--- config.mk ---
export PLATFORM = sky130hd
export DESIGN_NAME = bit_deserializer
export DESIGN_NICKNAME = d
export VERILOG_FILES = /design/src/rtl/bit_deserializer.sv
export SDC_FILE = /design/constraint.sdc
export NUM_CORES = 1
export LEC_CHECK = 0
export CAP_MARGIN = 40
export CORE_MARGIN = 2
export CORE_UTILIZATION = 47
export CTS_CLUSTER_SIZE = 40
export DETAILED_ROUTE_END_ITERATION = 6
export GPL_ROUTABILITY_DRIVEN = 1
export PLACE_DENSITY = 0.75
export SLEW_MARGIN = 5
export SYNTH_ARGS = -nofsm -noshare
export SYNTH_HDL_FRONTEND = slang
export SYNTH_SLANG_ARGS = --single-unit
--- constraint.sdc ---
create_clock -name clk -period 2.2 [get_ports clk]
set_input_delay 0.33 -clock clk [delete_from_list [all_inputs] [get_ports clk]]
set_output_delay 0.33 -clock clk [all_outputs]
set_load 0.02 [all_outputs]
--- src/rtl/bit_deserializer.sv ---
// -----------------------------------------------------------------------------
// bit_deserializer
//   Receive side of the two-bit serial link. Collects SYMBOL_BITS consecutive
//   valid bits into a symbol. The first bit received becomes the MSB. Each
//   completed symbol is pushed into a small show-ahead FIFO that a ready/valid
//   consumer drains.
//
// Ports
//   clk         rising-edge clock
//   reset_n     asynchronous active-low reset
//   in_valid    serial bit qualifier, aligned with in_bit
//   in_bit      serial data bit
//   out_ready   consumer ready (ignored while the FIFO is empty)
//   out_valid   FIFO non-empty
//   out_data    FIFO head symbol, 0 when empty
//   fifo_level  entries held, 0..FIFO_DEPTH
//   frag_err    one-cycle pulse: a partial symbol was discarded
//   overflow    one-cycle pulse: a complete symbol was dropped (FIFO full)
//   sym_count   saturating count of symbols written into the FIFO
// -----------------------------------------------------------------------------
module bit_deserializer #(
  parameter int SYMBOL_BITS = 2,
  parameter int FIFO_DEPTH  = 4,
  parameter int CNT_W       = 16
) (
  input  logic                          clk,
  input  logic                          reset_n,
  input  logic                          in_valid,
  input  logic                          in_bit,
  input  logic                          out_ready,
  output logic                          out_valid,
  output logic [SYMBOL_BITS-1:0]        out_data,
  output logic [$clog2(FIFO_DEPTH):0]   fifo_level,
  output logic                          frag_err,
  output logic                          overflow,
  output logic [CNT_W-1:0]              sym_count
);

  localparam int IDX_W = $clog2(SYMBOL_BITS);
  localparam int PTR_W = $clog2(FIFO_DEPTH);
  localparam int LVL_W = PTR_W + 1;

  localparam logic [IDX_W-1:0] LAST_IDX  = IDX_W'(SYMBOL_BITS - 1);
  localparam logic [LVL_W-1:0] FULL_LVL  = LVL_W'(FIFO_DEPTH);

  // Assembly state
  logic [IDX_W-1:0]       idx_q,   idx_d;
  logic [SYMBOL_BITS-2:0] shift_q, shift_d;
  logic [SYMBOL_BITS-2:0] shift_in;

  // FIFO state
  logic [SYMBOL_BITS-1:0] mem_q [FIFO_DEPTH];
  logic [SYMBOL_BITS-1:0] mem_d [FIFO_DEPTH];
  logic [PTR_W-1:0]       wr_ptr_q, wr_ptr_d;
  logic [PTR_W-1:0]       rd_ptr_q, rd_ptr_d;
  logic [LVL_W-1:0]       level_q,  level_d;

  // Status
  logic                   frag_q,   frag_d;
  logic                   ovf_q,    ovf_d;
  logic [CNT_W-1:0]       cnt_q,    cnt_d;

  // Per-edge events
  logic                   sym_done;
  logic [SYMBOL_BITS-1:0] sym_word;
  logic                   fifo_full;
  logic                   pop;
  logic                   push;

  // The shift register only needs SYMBOL_BITS-1 bits: the final bit of a
  // symbol is taken straight from in_bit on the completing edge.
  generate
    if (SYMBOL_BITS == 2) begin : g_shift_min
      assign shift_in = in_bit;
    end else begin : g_shift_wide
      assign shift_in = {shift_q[SYMBOL_BITS-3:0], in_bit};
    end
  endgenerate

  always_comb begin
    sym_done  = in_valid && (idx_q == LAST_IDX);
    sym_word  = {shift_q, in_bit};
    fifo_full = (level_q == FULL_LVL);
    // Pop decision uses registered level only, so a symbol pushed into an
    // empty FIFO is never popped on the edge that writes it.
    pop       = (level_q != '0) && out_ready;
    // A full FIFO still accepts a push when a pop frees a slot on that edge.
    push      = sym_done && (!fifo_full || pop);
  end

  // Symbol assembly and fragment detection
  always_comb begin
    idx_d   = idx_q;
    shift_d = shift_q;
    frag_d  = 1'b0;
    if (in_valid) begin
      shift_d = shift_in;
      if (idx_q == LAST_IDX) begin
        idx_d = '0;
      end else begin
        idx_d = idx_q + IDX_W'(1);
      end
    end else if (idx_q != '0) begin
      idx_d  = '0;
      frag_d = 1'b1;
    end
  end

  // FIFO pointers, storage, level and counters
  always_comb begin
    mem_d    = mem_q;
    wr_ptr_d = wr_ptr_q;
    rd_ptr_d = rd_ptr_q;
    level_d  = level_q;
    cnt_d    = cnt_q;
    ovf_d    = sym_done && fifo_full && !pop;

    if (push) begin
      mem_d[wr_ptr_q] = sym_word;
      wr_ptr_d        = wr_ptr_q + PTR_W'(1);
      if (cnt_q != '1) begin
        cnt_d = cnt_q + CNT_W'(1);
      end
    end
    if (pop) begin
      rd_ptr_d = rd_ptr_q + PTR_W'(1);
    end
    case ({push, pop})
      2'b10:   level_d = level_q + LVL_W'(1);
      2'b01:   level_d = level_q - LVL_W'(1);
      default: level_d = level_q;
    endcase
  end

  always_ff @(posedge clk or negedge reset_n) begin
    if (!reset_n) begin
      idx_q    <= '0;
      shift_q  <= '0;
      wr_ptr_q <= '0;
      rd_ptr_q <= '0;
      level_q  <= '0;
      frag_q   <= 1'b0;
      ovf_q    <= 1'b0;
      cnt_q    <= '0;
      for (int unsigned i = 0; i < FIFO_DEPTH; i++) begin
        mem_q[i] <= '0;
      end
    end else begin
      idx_q    <= idx_d;
      shift_q  <= shift_d;
      wr_ptr_q <= wr_ptr_d;
      rd_ptr_q <= rd_ptr_d;
      level_q  <= level_d;
      frag_q   <= frag_d;
      ovf_q    <= ovf_d;
      cnt_q    <= cnt_d;
      for (int unsigned i = 0; i < FIFO_DEPTH; i++) begin
        mem_q[i] <= mem_d[i];
      end
    end
  end

  // Outputs depend only on registered state
  always_comb begin
    out_valid  = (level_q != '0);
    out_data   = out_valid ? mem_q[rd_ptr_q] : '0;
    fifo_level = level_q;
    frag_err   = frag_q;
    overflow   = ovf_q;
    sym_count  = cnt_q;
  end

endmodule

# After elaboration in Yosys (flattened, before gate mapping)
# Cells that the tools add are included.
[word_totals]
reg_bits = 35
inputBits = 5
out_inout_bits = 24
elab_cells = 51
[op_classes]
addsub = 6
n_lt_le_gt_ge = 3
eq_ne = 4
n_mux = 12
bitwise_logic = 2
reduce_logical = 12
[op_table]
columns = ["op", "n"]
rows = [
  ["$add A16 B1 Y16 const B", 1],
  ["$ne A16 B16 Y1 const B", 1],
  ["$bwmux W8", 1],
  ["$mux W2", 4],
  ["$ge A3 B3 Y1 const B", 2],
  ["$logic_and A1 B1 Y1", 6],
  ["$not A2 Y3", 2],
  ["$pmux W3 S2", 1],
  ["$add A2 B1 Y2 const B", 2],
  ["$bmux W2 S2", 1],
  ["$demux W2 S2", 1],
  ["$mux W1", 4],
  ["$add A3 B1 Y3 const B", 1],
  ["$eq A3 B3 Y1 const B", 1],
  ["$lt A3 B1 Y1 const B", 1],
  ["$reduce_bool A3 Y1", 1],
  ["$sub A3 B1 Y3 const B", 1],
  ["$eq A2 B1 Y1 const B", 1],
  ["$eq A2 B2 Y1 const B", 1],
  ["$logic_not A1 Y1", 2],
  ["$reduce_and A2 Y1", 1],
  ["$reduce_bool A2 Y1", 1],
  ["$add A1 B1 Y1 const B", 1],
  ["$logic_or A1 B1 Y1", 1],
]

# Depth between registers and ports, before layout
# Gate-level depths: netlist of the first run.
[depth]
depth_word = 6
depth_mapped = 10
depth_no_buf = 9

# Worst setup path after synthesis of the first run
# No wires, ideal clock.
[synth_timing]
path_kind = "reg-to-reg"
start = "register level_q[0] (netlist: fifo_level[0])"
end = "register level_q[2] (netlist: fifo_level[2])"
setup_time_ps = 80
arrival_ps = 2298
required_ps = 2120
slack_ps = -177
stages_incl_launch_ff = 11
path_buffers = 1
period_less_slack_ps = 2377
path_cell_list = "dfrtp_1 > or4b_1 > nor2b_4 > buf_6 > inv_6 > ha_1 > inv_1 > fa_1 > xor2_1 > nor2_1 > xor2_1"
[synth_via]
elab_chain_cells = 6
elab_cells_between_ends = 12
classes_between = "2 x add/sub; 3 x eq/ne; 1 x mux; 6 x reduce/logical"
[synth_rtl]
columns = ["item", "line_no", "text"]
rows = [
  ["start, declared", "56", "logic [LVL_W-1:0] level_q, level_d;"],
  ["start signal, assigned", "153", "level_q <= level_d;"],
  ["$eq A3 B3 Y1 / $reduce_bool A3 Y1 (equally long branches)", "83, 86", ""],
  ["$logic_not A1 Y1 / $logic_and A1 B1 Y1 (equally long branches)", "88, 86", ""],
  ["$logic_or A1 B1 Y1", "88", "push = sym_done && (!fifo_full || pop);"],
  ["$logic_and A1 B1 Y1", "88", ""],
  ["$eq A2 B1 Y1 / $eq A2 B2 Y1 (equally long branches)", "128", "case ({push, pop})"],
  ["$pmux W3 S2 / $reduce_bool A2 Y1 (equally long branches)", "n/a", ""],
]
# Parallel ways exist; a longest one is shown, timed or not.
# A chain may end at the register's enable or synchronous reset.

# Worst setup path in the final report of the first run
[layout_timing]
start = "register level_q[1] (netlist: fifo_level[1])"
end = "register level_q[2] (netlist: fifo_level[2])"
# Same word-level chain as after synthesis.

==> results of run 1 <==
==> metal layers <==
| layer | part of all wire [%] | vias to the layer above | track usage [%] |
|---|---|---|---|
| met5 | 0 | - | 0 |
| met4 | 1.7 | 0 | 6.52 |
| met3 | 5.7 | 6 | 5.18 |
| met2 | 46 | 34 | 26.6 |
| met1 | 46 | 553 | 21.7 |
| li1 | - | 548 | - |
==> sequential cells by signal, summed over array words and instances (netlist names) <==
register / flops
fifo_level: 3
frag_err: 1
idx_q: 1
mem_q: 8
overflow: 1
rd_ptr_q: 2
shift_q: 1
sym_count: 16
wr_ptr_q: 2
==> worst register-to-register path: cells and delay by family, from the launching register on <==
| family | cells | cell delay [ns] |
|---|---|---|
| flops | 1 | 0.44 |
| buf+inv | 2 | 0.08 |
| xor+xnor | 2 | 0.29 |
| fa+ha+maj | 2 | 0.44 |
| simple gates | 3 | 0.79 |
==> per-stage QoR <==
step	hold WS [ns]	utilization, %	instances
after floorplan	0.0344	-	137
after global placement	0.431	61.2	216
after detailed placement	0.435	61.2	216
after CTS	0.412	63.1	224
after global routing	0.442	63.5	225
final	0.397	63.5	225
==> timing repair <==
action                                  CTS  global route
gates resized for setup                   4             3
setup buffers                             0             1
endpoints found under the setup margin    3             1
pin swaps                                 0             1
==> Yosys cell counts <==
cell and count:
xor2_1 8, fa_1 1, nand3b_1 1, mux2_2 14, o21ai_0 2, and3_1 1, nand4_1 4, nand2_1 15
ha_1 6, buf_6 1, nor4_1 1, nor2_1 4, nor2b_4 1, and2_1 3, dfrtp_1 35, nor3_1 3
or4b_1 1, or3_2 1, and3b_1 1, or2_2 1, or4_4 1, nand3_1 7, o311a_2 1, inv_6 1
inv_1 7, mux4_2 2, mux2i_1 1, nor2_2 2, xnor2_1 9, nor2b_1 2
==> worst max-delay path by stage <==
stage | from | endpoint | slack (ns) | depth (start not counted)
CTS | fifo_level[1] | fifo_level[2] | 0.03 | 9
finish | fifo_level[1] | fifo_level[2] | 0.09 | 9
global placement | out_ready | fifo_level[2] | -0.25 | 10
global route | fifo_level[1] | fifo_level[2] | -0.0003 | 9
detailed placement | out_ready | fifo_level[2] | -0.29 | 10
floorplan | fifo_level[1] | fifo_level[2] | -0.05 | 10
==> layout make-up <==
class                   instances  area [um^2]
fillers                       302         1230
multi-input cells              93          764
repair buffers                 35          329
clock buffers                   8         68.8
inverters                       8         35.0
flip-flops and latches         35          880
well taps                      46         57.6
==> cells by family (layout without fill, tap and decap cells) <==
logic type | Yosys count | count (layout) | synth area share [%]
multiplexers | 17 | 17 | 12.8
AO/OA/AOI/OAI | 3 | 3 | 1.28
AND/OR/NAND/NOR | 49 | 49 | 16.1
flip-flops | 35 | 35 | 52.5
XOR/XNOR | 17 | 17 | 8.93
buffers and inverters | 9 | 51 | 2.78
adder cells (fa/ha/maj) | 7 | 7 | 5.70
==> power by group <==
group | leakage, nW | switching (mW) | internal [mW] | total (mW)
combinational | 0.463 | 0.415 | 0.492 | 0.906
clock | 0.0386 | 0.208 | 0.188 | 0.396
sequential | 0.444 | 0.163 | 0.836 | 1.00
==> metrics.md, run 1 <==
| Metric | Value |
|---|---|
| Status | `finished, final reports clean` |
| CP bufs+invs | `2` |
| Total Power | `~2.3 mW` |
| Gr usage total | `between 10% and 20%` |
| Nets@finish | `190` |
| Global placement routability congestion | `between 0.8 and 0.9` |
| Final Hold Fails | `0` |
| Worst path arrival time | `about 2.4 ns` |
| Number of iterations in the first detailed-routing pass | `4` |
| Detailed Route WL | `2970 um` |
| Ranking of synthesized cells by area | `dfrtp_1, mux2_2, xnor2_1` |
| Placed wire-length estimate | `2150 um` |
| RR Endpoint | `fifo_level[2]` |
| Worst Setup End Kind | `flop` |
| Synth Net Count | `approximately 150` |
| Reg2Reg Depth | `9` |
| Fmax achieved | `approximately 0.47 GHz` |
| Starting DRT DRC Count | `43` |
| Ant diodes | `0` |
| Vias in the first global route | `approximately 1,200` |
| Area fraction of the dominant cell type after synthesis | `between 50% and 60%` |
| Avg Cell Area, Syn | `roughly 12 um^2` |
| Final setup fails | `0` |
| Dominant cell type by area after synthesis | `dfrtp_1` |
| Initial antenna violation count | `0` |
| # IOs | `29` |
| Pre-CTS setup slack | `-0.289 ns` |
| Power Density | `~1100 nW/um^2` |
| CP Class | `flop to flop` |
| Commonest cells after routing, fill and taps aside | `dfrtp_1, clkdlybuf4s50_1, nand2_1` |
| Hold buffer count at cts | `0` |
| Yosys cell types | `30` |
| Post-DR wirelength/cell | `about 13 um` |
| Vias per cell | `roughly 5` |
| Nature of the critical path startpoint | `flop` |
| Die Y | `approximately 64 um` |
| Leading cell type in the layout, fill and taps excluded | `dfrtp_1` |
| CORE AREA | `around 3400 um^2` |
| Largest net degree at the start of global routing | `36` |
| IO Port Bufs | `28` |
| Hold Crit Class | `primary input to async pin` |
| Clock Tree Root | `clkbuf_4` |
| Post-route cell area | `approximately 2100 um^2` |
| CP max stage cell | `or4b_4` |
| Die Area | `4040 um^2` |
| Overflow after GRT | `0` |
| Top cell by count, worst path | `xor2_1` |
| CTS Buf Count | `5` |
| Residual DRC | `0` |
| Final WS setup | `slightly above 0.09 ns` |
| RSZ-0062 raised after global routing | `true` |
| Worst-Skew Late Latency | `~0.33 ns` |
| Dpl cell area | `between 2000 and 2500 um^2` |
| YS warnings | `0` |
| Clock Sinks | `35` |
| Worst path top cell family by delay | `simple AND/OR/NAND/NOR gates` |
| Clock Skews | `~0.0044 ns` |
| Cells after synthesis | `137` |
| Post-layout min period | `between 2 and 2.5 ns` |
| Register area share after synthesis | `approximately 53%` |
| Post-DRT Antenna Nets | `0` |
| Total number of vias | `1,141` |
| CP max stage delay | `about 0.52 ns` |
| Max_slew headroom | `between 70% and 80%` |
| CP max FO | `4` |
| Maximum clock path buffer count | `2` |
| H-tree levels | `2` |
| Maximum vdd drop | `a little under 0.6 mV` |
| R2r setup slk | `between 0.09 and 0.1 ns` |
| Slew @ Worst Pin | `around 0.43 ns` |
| Required @ worst endpoint | `approximately 2.5 ns` |
| Cells along the critical path | `or4b_4, nor2b_4, clkinv_4, ha_4, inv_2, fa_2, xor2_1, nor2_1, xor2_1` |
| Setup TNS | `0 ns` |
| RR Startpoint | `fifo_level[1]` |
| Final period util | `between 90% and 100%` |
| Synth-to-layout area growth | `28.0%` |
| LEAKAGE | `0.945 nW` |
| Die width | `about 64 um` |
| # Max-Cap Violations | `0` |
| Final Slew Violations | `0` |
| Worst-path clk slew | `~0.10 ns` |
| CTS tree | `yes` |
| # rows | `21` |
| FF+latch count, synth | `35` |
| Layout cells sized above 1 | `between 20% and 30%` |
| First-pass GRT wire length | `about 5300 um` |
| Starting Density | `49.6%` |
| Post-synthesis instance area | `1670 um^2` |
Note: power is estimated with default switching activity, not from simulation.
==> run 2, diff against run 1 <==
--- a/config.mk
+++ b/config.mk
@@ -5,8 +5,8 @@
 export SDC_FILE = /design/constraint.sdc
 export NUM_CORES = 1
 export LEC_CHECK = 0
+export ABC_CLOCK_PERIOD_IN_PS = 2200
 export CAP_MARGIN = 40
-export CORE_MARGIN = 2
 export CORE_UTILIZATION = 47
 export CTS_CLUSTER_SIZE = 40
 export DETAILED_ROUTE_END_ITERATION = 6
==> metrics.md, run 2 (same netlist as run 1, synthesis figures left out) <==
| Metric | Value |
|---|---|
| Vias per cell | `5.00 (-1.3%)` |
| Post-route cell area | `2130 um^2 (-0.41%)` |
| IO Port Bufs | `28 (unchanged)` |
| Total number of vias | `1,131 (-0.88%)` |
| Status | `finished, final reports clean` |
| Post-DR wirelength/cell | `13.6 um (+2.8%)` |
| CP max stage cell | `or4b_4` |
| Top cell by count, worst path | `xor2_1` |
| Final Hold Fails | `0 (unchanged)` |
| Required @ worst endpoint | `2.48 ns (about the same)` |
| Placed wire-length estimate | `2190 um (+2.1%)` |
| Worst-path clk slew | `0.12 ns (+0.02 ns)` |
| # IOs | `29 (unchanged)` |
| RR Startpoint | `fifo_level[1]` |
| Detailed Route WL | `3070 um (+3.3%)` |
| # Max-Cap Violations | `0 (unchanged)` |
| Final period util | `95.9% (about the same)` |
| Post-DRT Antenna Nets | `0 (unchanged)` |
| Number of iterations in the first detailed-routing pass | `4 (unchanged)` |
| Clock Sinks | `35 (unchanged)` |
| Fmax achieved | `0.474 GHz (about the same)` |
| CTS tree | `yes` |
| RR Endpoint | `fifo_level[2]` |
| Post-layout min period | `2.11 ns (+0.00207 ns)` |
| Clock Tree Root | `clkbuf_4` |
| Initial antenna violation count | `0 (unchanged)` |
| Worst path arrival time | `2.39 ns (+0.02 ns)` |
| Starting DRT DRC Count | `44 (+2.3%)` |
| Final WS setup | `0.0894 ns (-0.00207 ns)` |
| Worst-Skew Late Latency | `0.35 ns (+0.02 ns)` |
| CP max FO | `3 (-1)` |
| Dpl cell area | `2060 um^2 (unchanged)` |
| Maximum clock path buffer count | `2 (unchanged)` |
| Final core occ | `63.2% (-0.26 points)` |
| H-tree levels | `2 (unchanged)` |
| Starting Density | `49.6% (unchanged)` |
| Synth-to-layout area growth | `27.5%` |
| Setup TNS | `0 ns (unchanged)` |
| R2r setup slk | `0.09 ns (about the same)` |
| Final Slew Violations | `0 (unchanged)` |
| Max_slew headroom | `68.6% (-2.5 points)` |
| Gr usage total | `18.9% (+2.0 points)` |
| Placed insts | `216 (unchanged)` |
| LEAKAGE | `0.947 nW (+0.25%)` |
| Worst hold margin | `0.391 ns (-0.00637 ns)` |
| CORE AREA | `3360 um^2 (unchanged)` |
| Slew @ Worst Pin | `0.467 ns (+0.0368 ns)` |
| Power Density | `1070 nW/um^2 (-1.1%)` |
| Ant diodes | `0 (unchanged)` |
| Die Area | `3790 um^2 (-6.2%)` |
| Reg2Reg Depth | `9 (unchanged)` |
| Leading cell type in the layout, fill and taps excluded | `dfrtp_1` |
| Commonest cells after routing, fill and taps aside | `dfrtp_1, clkdlybuf4s50_1, nand2_1` |
| Residual DRC | `0 (unchanged)` |
| CP max stage delay | `0.52 ns (about the same)` |
| Nature of the critical path startpoint | `flop` |
| Fin cells | `226 (+0.44%)` |
| Pre-CTS setup slack | `-0.285 ns (+0.00466 ns)` |
| Die Y | `61.6 um (-3.1%)` |
| RSZ-0062 raised after global routing | `false` |
| Overflow after GRT | `0 (unchanged)` |
| CTS Buf Count | `5 (unchanged)` |
| Final setup fails | `0 (unchanged)` |
| Max reg flops | `16 (unchanged)` |
| Global placement routability congestion | `0.868 (+3.1%)` |
| Hold Crit Class | `primary input to async pin` |
| First-pass GRT wire length | `4900 um (-7.3%)` |
| Die width | `61.6 um (-3.1%)` |
| Worst Setup End Kind | `flop` |
| # rows | `21 (unchanged)` |
| Vias in the first global route | `1,061 (-11%)` |
| Total Power | `2.27 mW (-1.6%)` |
| Largest net degree at the start of global routing | `36 (unchanged)` |
| Clock Skews | `0.0163 ns (+0.0118 ns)` |
| Maximum vdd drop | `0.593 mV (+2.3%)` |
| Fill count | `296 (-2.0%)` |
| Cells along the critical path | `or4b_4, nor2b_4, inv_6, ha_4, inv_1, fa_2, xor2_1, nor2_1, xor2_1` |
| CP Class | `flop to flop` |
| Layout cells sized above 1 | `25.6% (+0.42 points)` |
| Nets@finish | `191 (+0.53%)` |
-- run 2: cell count changes in the layout (fill, tap and decap cells not counted) --
cell      change
inv_2         -1
inv_6         +1
inv_1         +1
clkbuf_8      -2
buf_4         +1
clkbuf_1      -1
clkinv_2      +3
clkinv_4      -1
-- run 2: critical path, delay by kind of cell (launching register included) --
kind          cells  cell delay, ns
fa+ha+maj         2            0.44
simple gates      3            0.79
flops             1            0.43
xor+xnor          2            0.29
buf+inv           2            0.10
-- run 2: area by class of cell --
class	count	area, um^2	area share (%)
multi-input cells	93	764	36.0
inverters	8	35.0	1.65
well taps	46	57.6	2.71
clock buffers	5	37.5	1.77
repair buffers	36	337	15.8
flip-flops and latches	35	880	41.4
clock inverters	3	15.0	0.706
-- run 2: metal layers --
layer	track usage, %	share of wire [%]	vias to the layer above
met5	0	0	-
met4	7.94	1.4	0
met3	7.56	4.7	7
met2	29.2	48	28
met1	23.5	46	545
li1	-	-	551
-- run 2: repair_timing --
item,4_1_cts,5_1_grt
hold buffers,0,0
gates cloned,0,0
pin swaps,0,1
gates resized for setup,4,1
buffers inserted,0,2
endpoints found under the setup margin,3,1
-- run 2: power breakdown --
| group | leakage, nW | switching [mW] | internal, mW |
|---|---|---|---|
| Sequential | 0.444 | 0.162 | 0.836 |
| Combinational | 0.469 | 0.424 | 0.501 |
| Clock | 0.0347 | 0.225 | 0.119 |
-- run 2: how the worst max path moves through the flow --
stage                       start            end  slack, ns  depth (start not counted)
floorplan           fifo_level[1]  fifo_level[2]      -0.05                         10
global placement        out_ready  fifo_level[2]      -0.25                         10
detailed placement      out_ready  fifo_level[2]      -0.28                         10
CTS                 fifo_level[1]  fifo_level[2]       0.04                          9
global route        fifo_level[1]  fifo_level[2]      0.002                          9
finish              fifo_level[1]  fifo_level[2]       0.09                          9
==> run 3, diff against run 2 <==
--- a/config.mk
+++ b/config.mk
@@ -5,14 +5,14 @@
 export SDC_FILE = /design/constraint.sdc
 export NUM_CORES = 1
 export LEC_CHECK = 0
-export ABC_CLOCK_PERIOD_IN_PS = 2200
 export CAP_MARGIN = 40
 export CORE_UTILIZATION = 47
 export CTS_CLUSTER_SIZE = 40
 export DETAILED_ROUTE_END_ITERATION = 6
 export GPL_ROUTABILITY_DRIVEN = 1
 export PLACE_DENSITY = 0.75
-export SLEW_MARGIN = 5
+export SKIP_LAST_GASP = 1
+export SLEW_MARGIN = 20
 export SYNTH_ARGS = -nofsm -noshare
 export SYNTH_HDL_FRONTEND = slang
 export SYNTH_SLANG_ARGS = --single-unit
==> results of run 3 <==
The final DEF is identical to that of run 2; final timing and power are the same.
